--- config.mk ---
export PLATFORM = sky130hd
export DESIGN_NAME = matrix_loader_flat
export DESIGN_NICKNAME = d
export VERILOG_FILES = /design/src/rtl/matrix_pkg.sv /design/src/rtl/matrix_loader_if.sv /design/src/rtl/matrix_bank.sv /design/src/rtl/matrix_loader.sv /design/src/flat_wrapper.sv
export SDC_FILE = /design/constraint.sdc
export NUM_CORES = 1
export LEC_CHECK = 0
export ABC_AREA = 1
export BUFFER_PORTS_ARGS = -buffer_cell sky130_fd_sc_hd__buf_2
export CAP_MARGIN = 0
export CORE_UTILIZATION = 45
export DETAILED_ROUTE_END_ITERATION = 12
export GPL_ROUTABILITY_DRIVEN = 0
export PLACE_DENSITY = 0.68
export SYNTH_ARGS = -nofsm -noshare
export SYNTH_HDL_FRONTEND = slang
export SYNTH_HIERARCHICAL = 1
export SYNTH_SLANG_ARGS = --single-unit
--- constraint.sdc ---
create_clock -name clk -period 2.3 [get_ports clk]
set_input_delay 0.115 -clock clk [delete_from_list [all_inputs] [get_ports clk]]
set_output_delay 0.115 -clock clk [all_outputs]
set_load 0.02 [all_outputs]
--- src/rtl/matrix_pkg.sv ---
// Purpose: shared defaults, loader state encoding and operand element-count helper.
// Latency: n/a (declarations only).
// Backpressure: n/a (declarations only).
package matrix_pkg;

    localparam int DEF_DATA_WIDTH = 8;
    localparam int DEF_ROWS_A     = 2;
    localparam int DEF_COLS_A     = 2;
    localparam int DEF_COLS_B     = 2;

    typedef enum logic [1:0] {LOAD_A, LOAD_B, HOLD} loader_state_t;

    // Total elements in one operand pair: |a| + |b|.
    function automatic int elem_count(input int rows_a, input int cols_a, input int cols_b);
        return rows_a * cols_a + cols_a * cols_b;
    endfunction

endpackage

--- src/rtl/matrix_loader_if.sv ---
// Purpose: stream-in / operand-pair-out bundle for the matrix loader.
// Latency: n/a (wiring only).
// Backpressure: in_valid/in_ready on the element stream, out_valid/out_ready on the pair.
// Modports: master = stream source and pair consumer, slave = the loader.
interface matrix_loader_if #(
    parameter int DATA_WIDTH = 8,
    parameter int ROWS_A     = 2,
    parameter int COLS_A     = 2,
    parameter int COLS_B     = 2
);
    logic [DATA_WIDTH-1:0]                         in_data;
    logic                                          in_valid;
    logic                                          in_ready;
    logic                                          in_flush;
    logic [ROWS_A-1:0][COLS_A-1:0][DATA_WIDTH-1:0] a;
    logic [COLS_A-1:0][COLS_B-1:0][DATA_WIDTH-1:0] b;
    logic                                          out_valid;
    logic                                          out_ready;

    modport master (
        output in_data, in_valid, in_flush, out_ready,
        input  in_ready, a, b, out_valid
    );

    modport slave (
        input  in_data, in_valid, in_flush, out_ready,
        output in_ready, a, b, out_valid
    );
endinterface

--- src/rtl/matrix_bank.sv ---
// Purpose: one operand-pair register set; element write decoded from idx, or whole-pair parallel load.
// Latency: 1 cycle from we/ld to updated a/b.
// Backpressure: none; the owner decides when to write.
// Ports: clk, rst_n, we/idx/din (single element), ld/ld_a/ld_b (whole pair), a/b (contents).
module matrix_bank
    import matrix_pkg::*;
#(
    parameter int DATA_WIDTH = DEF_DATA_WIDTH,
    parameter int ROWS_A     = DEF_ROWS_A,
    parameter int COLS_A     = DEF_COLS_A,
    parameter int COLS_B     = DEF_COLS_B,
    parameter int IDXW       = $clog2(elem_count(ROWS_A, COLS_A, COLS_B))
) (
    input  logic                                          clk,
    input  logic                                          rst_n,
    input  logic                                          we,
    input  logic [IDXW-1:0]                               idx,
    input  logic [DATA_WIDTH-1:0]                         din,
    input  logic                                          ld,
    input  logic [ROWS_A-1:0][COLS_A-1:0][DATA_WIDTH-1:0] ld_a,
    input  logic [COLS_A-1:0][COLS_B-1:0][DATA_WIDTH-1:0] ld_b,
    output logic [ROWS_A-1:0][COLS_A-1:0][DATA_WIDTH-1:0] a,
    output logic [COLS_A-1:0][COLS_B-1:0][DATA_WIDTH-1:0] b
);
    localparam int NA = ROWS_A * COLS_A;

    always_ff @(posedge clk or negedge rst_n) begin
        if (!rst_n) begin
            a <= '0;
            b <= '0;
        end else if (ld) begin
            a <= ld_a;
            b <= ld_b;
        end else if (we) begin
            // Row-major stream order: all of a first, then all of b.
            for (int r = 0; r < ROWS_A; r++)
                for (int c = 0; c < COLS_A; c++)
                    if (idx == IDXW'(r * COLS_A + c)) a[r][c] <= din;
            for (int r = 0; r < COLS_A; r++)
                for (int c = 0; c < COLS_B; c++)
                    if (idx == IDXW'(NA + r * COLS_B + c)) b[r][c] <= din;
        end
    end
endmodule

--- src/rtl/matrix_loader.sv ---
// Purpose: assembles a serial element stream into operand matrices a/b for the multiplier.
// Latency: out_valid visible the cycle after the last element is accepted (one more with double buffering).
// Backpressure: in_ready low while a complete pair waits for out_ready; flush drops the partial pair.
// Ports: clk, rst_n (async active-low), bus (matrix_loader_if.slave).
// Option: MATRIX_LOADER_DBUF_EN adds a back bank so loading overlaps presentation.
module matrix_loader
    import matrix_pkg::*;
#(
    parameter int DATA_WIDTH = DEF_DATA_WIDTH,
    parameter int ROWS_A     = DEF_ROWS_A,
    parameter int COLS_A     = DEF_COLS_A,
    parameter int COLS_B     = DEF_COLS_B
) (
    input  logic            clk,
    input  logic            rst_n,
    matrix_loader_if.slave  bus
);
    localparam int NA   = ROWS_A * COLS_A;
    localparam int N    = elem_count(ROWS_A, COLS_A, COLS_B);
    localparam int IDXW = $clog2(N);

    typedef logic [ROWS_A-1:0][COLS_A-1:0][DATA_WIDTH-1:0] a_t;
    typedef logic [COLS_A-1:0][COLS_B-1:0][DATA_WIDTH-1:0] b_t;

    loader_state_t   state, state_n;
    logic [IDXW-1:0] idx, idx_n;
    logic            out_valid, out_valid_n;
    logic            in_ready, acc, we;
    a_t              a_q;
    b_t              b_q;

`ifdef MATRIX_LOADER_DBUF_EN
    // HOLD here means "back bank full". It drains into the front bank on any edge
    // where the front is empty or being consumed; that same edge may already take
    // element 0 of the next pair, so in_ready never dips under steady out_ready.
    logic drain, ld;
    a_t   back_a;
    b_t   back_b;
    assign drain    = (state == HOLD) && (!out_valid || bus.out_ready);
    assign in_ready = (state != HOLD) || drain;
`else
    assign in_ready = (state != HOLD);
`endif

    // Flush wins over a simultaneous element; that element is dropped.
    assign acc = bus.in_valid && in_ready && !bus.in_flush;

    always_ff @(posedge clk or negedge rst_n) begin
        if (!rst_n) begin
            state     <= LOAD_A;
            idx       <= '0;
            out_valid <= 1'b0;
        end else begin
            state     <= state_n;
            idx       <= idx_n;
            out_valid <= out_valid_n;
        end
    end

    always_comb begin
        state_n     = state;
        idx_n       = idx;
        out_valid_n = out_valid;
        we          = 1'b0;
`ifdef MATRIX_LOADER_DBUF_EN
        ld = 1'b0;
        if (out_valid && bus.out_ready) out_valid_n = 1'b0;
        if (drain) begin
            ld          = 1'b1;
            out_valid_n = 1'b1;
            state_n     = LOAD_A;
        end
`else
        if (state == HOLD && out_valid && bus.out_ready) begin
            out_valid_n = 1'b0;
            state_n     = LOAD_A;
        end
`endif
        // A held pair is never discarded, so flush only acts while loading.
        if (bus.in_flush && state != HOLD) begin
            state_n = LOAD_A;
            idx_n   = '0;
        end else if (acc) begin
            we = 1'b1;
            if (idx == IDXW'(N - 1)) begin
                idx_n   = '0;
                state_n = HOLD;
`ifndef MATRIX_LOADER_DBUF_EN
                out_valid_n = 1'b1;
`endif
            end else begin
                idx_n = idx + IDXW'(1);
                if (idx == IDXW'(NA - 1)) state_n = LOAD_B;
            end
        end
    end

`ifdef MATRIX_LOADER_DBUF_EN
    matrix_bank #(.DATA_WIDTH(DATA_WIDTH), .ROWS_A(ROWS_A), .COLS_A(COLS_A), .COLS_B(COLS_B), .IDXW(IDXW)) u_back (
        .clk(clk), .rst_n(rst_n), .we(we), .idx(idx), .din(bus.in_data),
        .ld(1'b0), .ld_a('0), .ld_b('0), .a(back_a), .b(back_b)
    );
    matrix_bank #(.DATA_WIDTH(DATA_WIDTH), .ROWS_A(ROWS_A), .COLS_A(COLS_A), .COLS_B(COLS_B), .IDXW(IDXW)) u_front (
        .clk(clk), .rst_n(rst_n), .we(1'b0), .idx('0), .din('0),
        .ld(ld), .ld_a(back_a), .ld_b(back_b), .a(a_q), .b(b_q)
    );
`else
    matrix_bank #(.DATA_WIDTH(DATA_WIDTH), .ROWS_A(ROWS_A), .COLS_A(COLS_A), .COLS_B(COLS_B), .IDXW(IDXW)) u_bank (
        .clk(clk), .rst_n(rst_n), .we(we), .idx(idx), .din(bus.in_data),
        .ld(1'b0), .ld_a('0), .ld_b('0), .a(a_q), .b(b_q)
    );
`endif

    assign bus.a         = a_q;
    assign bus.b         = b_q;
    assign bus.out_valid = out_valid;
    assign bus.in_ready  = in_ready;
endmodule

--- src/flat_wrapper.sv ---
// flat-port wrapper written by rule: the top's interface ports become plain ports
module matrix_loader_flat import matrix_pkg::*;
#(
    parameter int DATA_WIDTH = DEF_DATA_WIDTH,
    parameter int ROWS_A     = DEF_ROWS_A,
    parameter int COLS_A     = DEF_COLS_A,
    parameter int COLS_B     = DEF_COLS_B
)
  (clk, rst_n, bus_in_data, bus_in_valid, bus_in_flush, bus_out_ready, bus_in_ready, bus_a, bus_b, bus_out_valid);
  matrix_loader_if #(.DATA_WIDTH(DATA_WIDTH), .ROWS_A(ROWS_A), .COLS_A(COLS_A), .COLS_B(COLS_B)) bus_i ();
  input  logic clk;
  input  logic rst_n;
  input wire logic [$bits(bus_i.in_data)-1:0] bus_in_data;
  input wire logic [$bits(bus_i.in_valid)-1:0] bus_in_valid;
  input wire logic [$bits(bus_i.in_flush)-1:0] bus_in_flush;
  input wire logic [$bits(bus_i.out_ready)-1:0] bus_out_ready;
  output wire logic [$bits(bus_i.in_ready)-1:0] bus_in_ready;
  output wire logic [$bits(bus_i.a)-1:0] bus_a;
  output wire logic [$bits(bus_i.b)-1:0] bus_b;
  output wire logic [$bits(bus_i.out_valid)-1:0] bus_out_valid;
  assign bus_i.in_data = bus_in_data;
  assign bus_i.in_valid = bus_in_valid;
  assign bus_i.in_flush = bus_in_flush;
  assign bus_i.out_ready = bus_out_ready;
  assign bus_in_ready = bus_i.in_ready;
  assign bus_a = bus_i.a;
  assign bus_b = bus_i.b;
  assign bus_out_valid = bus_i.out_valid;
  matrix_loader #(.DATA_WIDTH(DATA_WIDTH), .ROWS_A(ROWS_A), .COLS_A(COLS_A), .COLS_B(COLS_B)) u_core (.clk(clk), .rst_n(rst_n), .bus(bus_i));
endmodule
# Yosys cells after proc, flatten, opt, wreduce, memory -nomap -nowiden
# Cells that the tools add are included.
[op_classes]
n_reduce_logical = 16
add_sub_neg = 1
n_mux = 14
n_eq_ne = 9
[ops]
columns = ["operator", "n"]
rows = [
  ["2-bit AND reduction", 8],
  ["3-bit == test, second input constant", 4],
  ["2-bit 2-to-1 mux", 5],
  ["3-bit 2-to-1 mux", 3],
  ["3-bit by 2-bit == test with 1-bit output, second input constant", 2],
  ["1-bit 2-to-1 mux", 6],
  ["1-bit logical AND", 5],
  ["3-bit by 1-bit adder with 3-bit output, second input constant", 1],
  ["3-bit by 1-bit == test with 1-bit output, second input constant", 1],
  ["3-bit zero test", 1],
  ["2-bit == test, second input constant", 1],
  ["2-bit != test, second input constant", 1],
  ["2-bit nonzero test", 1],
  ["1-bit zero test", 1],
]
[totals]
register_bits = 70
word_cells = 51
in_bits = 13
output_inout_bits = 66

# Longest topological paths before layout
[depth]
ltp_word = 8
ltp_mapped = 10
depth_no_buf = 10

# Hierarchy
# The synthesis kept the hierarchy.
[modules_own_cells]
columns = ["mod", "seq_area_each_um2", "area_each_um2", "n_inst", "cells_per_inst"]
rows = [
  ["matrix_bank", 1601.5, 3200.6, 1, 435],
  ["matrix_loader", 150.1, 382.9, 1, 50],
]

# Least setup slack after synthesis
# No wires, ideal clock.
[synth_timing]
path_kind = "reg2reg"
from = "reg u_core.state[0]"
to = "reg u_core/u_bank/b[10] (netlist name)"
path_buffers = 0
stages_incl_launch_ff = 11
t_arrival_ns = 1.218
required_ns = 2.183
synth_period_minus_slack_ns = 1.335
setup_time_ns = 0.117
setup_slack_ns = 0.965
path_cell_list = "dfrtp_1 inv_2 nand2_4 nand2_4 inv_6 nand2_1 inv_2 nand2_2 nand2_4 nand2_1 nand2_1"
[synth_via]
elab_chain_len = 6
elab_cells_between_ends = 7
classes_between = "1 x eq/ne; 2 x mux; 4 x reduce/logical"
[synth_lines]
columns = ["element", "line_no", "text"]
rows = [
  ["start, declared", "matrix_loader.sv:25", "loader_state_t state, state_n;"],
  ["start signal, assigned", "matrix_loader.sv:54", "state <= state_n;"],
  ["2-bit != test (*)", "matrix_loader.sv:42", "assign in_ready = (state != HOLD);"],
  ["via bus_in_ready", "flat_wrapper.sv:17", "output wire logic [$bits(bus_i.in_ready)-1:0] bus_in_ready;"],
  ["1-bit logical AND (2 in a row)", "matrix_loader.sv:46", "assign acc = bus.in_valid && in_ready && !bus.in_flush;"],
  ["1-bit 2-to-1 mux", "matrix_loader.sv:83", "end else if (acc) begin"],
  ["1-bit 2-to-1 mux (*)", "matrix_loader.sv:80", "if (bus.in_flush && state != HOLD) begin"],
  ["via u_core.we", "matrix_loader.sv:28", "logic in_ready, acc, we;"],
  ["2-bit AND reduction (no source line) (*)", "--", ""],
]
# The timed path passes the listed nets; every way through them passes the cells marked *.
# A chain may end at the register's enable or synchronous reset.

# Worst setup path after layout
[layout_timing]
from = "reg u_core.state[0]"
to = "reg u_core/u_bank/b[14] (netlist name)"
[layout_via]
elab_chain_len = 6
elab_cells_between_ends = 7
classes_between = "1 x eq/ne; 2 x mux; 4 x reduce/logical"
[layout_lines]
columns = ["element", "line_no"]
rows = [
  ["2-bit != test (*)", "matrix_loader.sv:42, matrix_loader.sv:80"],
  ["1-bit logical AND (2 in a row)", "matrix_loader.sv:46"],
  ["1-bit 2-to-1 mux", "matrix_loader.sv:83"],
  ["1-bit 2-to-1 mux (*)", "matrix_loader.sv:80"],
  ["via u_core.we", "matrix_loader.sv:28"],
  ["2-bit AND reduction (no source line) (*)", "--"],
]
# Marks and branches as above.

==> results.cfg <==
[sta]
tns_ns = 0
slew_viol_final = 0
hold_viol_final = 0
setup_violations = 0
tightest_slew_ns = 0.6943
period_needed_ns = 1.539
skew_ns = 0.006819
fmax_mhz = 649.6
relSlewSlack_pct = 53.72
finalCritPeriodShare_pct = 66.93
grt_setup_unrepaired = no

[worst_setup_path]
critical_path_class = flip-flop to flip-flop
cp.required_ns = 2.54
reg2reg_depth = 10
critPathLaunchType = flip-flop
cp-end-kind = flip-flop
crit_path_max_fanout = 9
worstPathArrival_ns = 1.78

[global_routing]
grt_pass1_vias = 2959
grt_pass1_wl_mm = 14.73
grt_overflow_total = 0
grt_usage_pct = 22.88
antenna_found_initial = 0
grt_max_degree = 73

[layout]
design_area_um2 = 4488
final_nets = 643
post-route-util_pct = 58.08
area_growth_pct = 25.24
antenna_cells = 0
drive_above_1_share_pct = 19.59
fillers = 750

[placed_design]
hpwl_mm = 5.910
dpl-instance-area_um2 = 4263
portBuffers = 78

[detailed_routing]
drc = 2
vias_per_cell = 4.581
drt_pass1_iterations = 8
wirelength_mm = 8.987
wire_per_inst_um = 12.23
drt_first_iter_violations = 255
via_count = 3367
ant_nets = 0

[logic_synthesis]
ys_seq_area_share_pct = 48.88
synth_edf_count = 0
syn-instance-count = 485
ys_types = 19
synth_warnings = 6
avgSynthCellArea_um2 = 7.389
synth_area_um2 = 3583
synthArstFlopShare_pct = 100.0
synth_flop_cell = dfrtp_1
synth-seq-cells = 70

[die]
fp.dieH_um = 91.24
rows = 32
dieArea_um2 = 8324
ioPinCount = 79
start_util_pct = 46.37
fp.dieW_um = 91.24
core_um2 = 7727

[power]
clockPowerShare_pct = 33.9
p_sw_mw = 1.012
p_int_mw = 2.216
power_mw = 3.228
combinationalPowerShare_pct = 21.5
p_seq_share_pct = 44.6
p_leak_nw = 2.617
power_density_nw_per_um2 = 719.2
vdd_ir_drop_max_uv = 396.3
p_sw_share_pct = 31.35

[cts]
clock_latency_ns = 0.35
cts_num_sinks = 70
clkTransAtPathRegs_ns = 0.07
htreeDepth = 3
root_buffer = clkbuf_8
clockBufferDepth = 2
numCtsBuffers = 9
cts_tree = yes

[worst_hold_path]
hold_class = input pin to flip-flop
whs_path_depth = 6

[status]
violations = design-rule violations
outcome = finished with violations

[job]
maxCapViolCount = 0
[metrics by stage]
stage | instances | hold WS, ns | setup slack, ns
6_report | 735 | 0.1482 | 0.7606
5_1_grt | 735 | 0.1664 | 0.6459
4_1_cts | 735 | 0.1490 | 0.7587
3_5_place_dp | 718 | 0.2034 | 0.7734
3_3_place_gp | 718 | 0.1951 | 0.8062
2_1_floorplan | 551 | -0.1806 | 0.9651
[registers in the layout, indices dropped and copies added (netlist names)]
name                  count
u_core/bus.out_valid      1
u_core/u_bank/b          32
u_core/state              2
u_core/idx                3
u_core/u_bank/a          32
[worst max-delay path, stage by stage (launching register included)]
cell	delay (ns)
dfrtp_1	0.42
inv_2	0.10
nand2_4	0.07
nand2_4	0.11
inv_6	0.05
nand2_1	0.16
inv_2	0.09
nand2_2	0.19
nand2_4	0.12
nand2_1	0.08
nand2_1	0.05
[logic make-up (layout without fill, tap and decap cells)]
family	after synthesis	in the layout	share of synthesized area, %
buffers and inverters	29	111	4.679
other	1	67	0.1046
adder cells (fa/ha/maj)	2	2	0.6982
flip-flops	70	70	48.88
AO/OA/AOI/OAI	4	4	0.6633
AND/OR/NAND/NOR	379	379	44.97
[synth_stat cells, types with 3 or more instances]
cell type	instances	area [um2]
nand2_1	291	1092
dfrtp_1	70	1752
nand3_1	57	285.3
buf_4	12	90.09
inv_1	11	41.29
nand2_2	10	62.56
nand2_4	7	78.83
nor2_2	6	37.54
nor2_1	4	15.01
inv_2	3	11.26
nor2_4	3	33.78
o21ai_0	3	15.01
[cell type report]
type | count | area [um2] | area share, %
timing repair buffer | 80 | 420.4 | 9.367
clock buffer | 12 | 145.1 | 3.234
inverter | 15 | 61.31 | 1.366
tap | 102 | 127.6 | 2.844
multi-input combinational | 452 | 1912 | 42.60
clock inverter | 4 | 70.07 | 1.561
sequential | 70 | 1752 | 39.03
[cell usage in the layout, fill, tap and decap left out, drive strengths merged]
cell         instances
buf                 79
bufinv               2
clkbuf              12
clkinv               2
conb                67
dfrtp               70
dlygate4sd3          1
ha                   2
inv                 15
nand2              308
nand3               57
nand4                1
nor2                13
o21ai                4
[path summary, 6_finish.rpt]
kind,from,end,slack (ns)
worst max register to register,u_core/state[0],u_core/u_bank/b[14],0.76
max in group asynchronous,rst_n,u_core/u_bank/a[26],1.29
worst min register to register,u_core/u_bank/b[29],u_core/u_bank/b[29],0.48
min in group asynchronous,rst_n,u_core/u_bank/b[18],0.35
worst min-delay path,bus_in_flush,u_core/state[1],0.15
worst max-delay path,u_core/state[0],u_core/u_bank/b[14],0.76
[power by group through the flow]
stage	logic (mW)	clock network (mW)	registers (mW)
after global placement	0.672	0	1.46
after floorplan	0.309	0	1.61
final	0.694	1.09	1.44
after global routing	0.769	1.16	1.46
after CTS	0.685	1.12	1.44
after detailed placement	0.680	0	1.46
[repair_timing]
action,in CTS,in global routing
endpoints found under the hold margin,29,0
setup buffers,0,0
gates resized for setup,0,0
hold buffers,1,0
[metal layers]
layer  global-route usage (%)  wire length [um]  vias to the layer above
met5                        0                 0                        -
met4                    8.598                87                        0
met3                    3.266               370                        7
met2                    35.16              4094                       78
met1                    32.90              4435                     1559
li1                         -                 -                     1723
(Power assumes the default switching activity.)
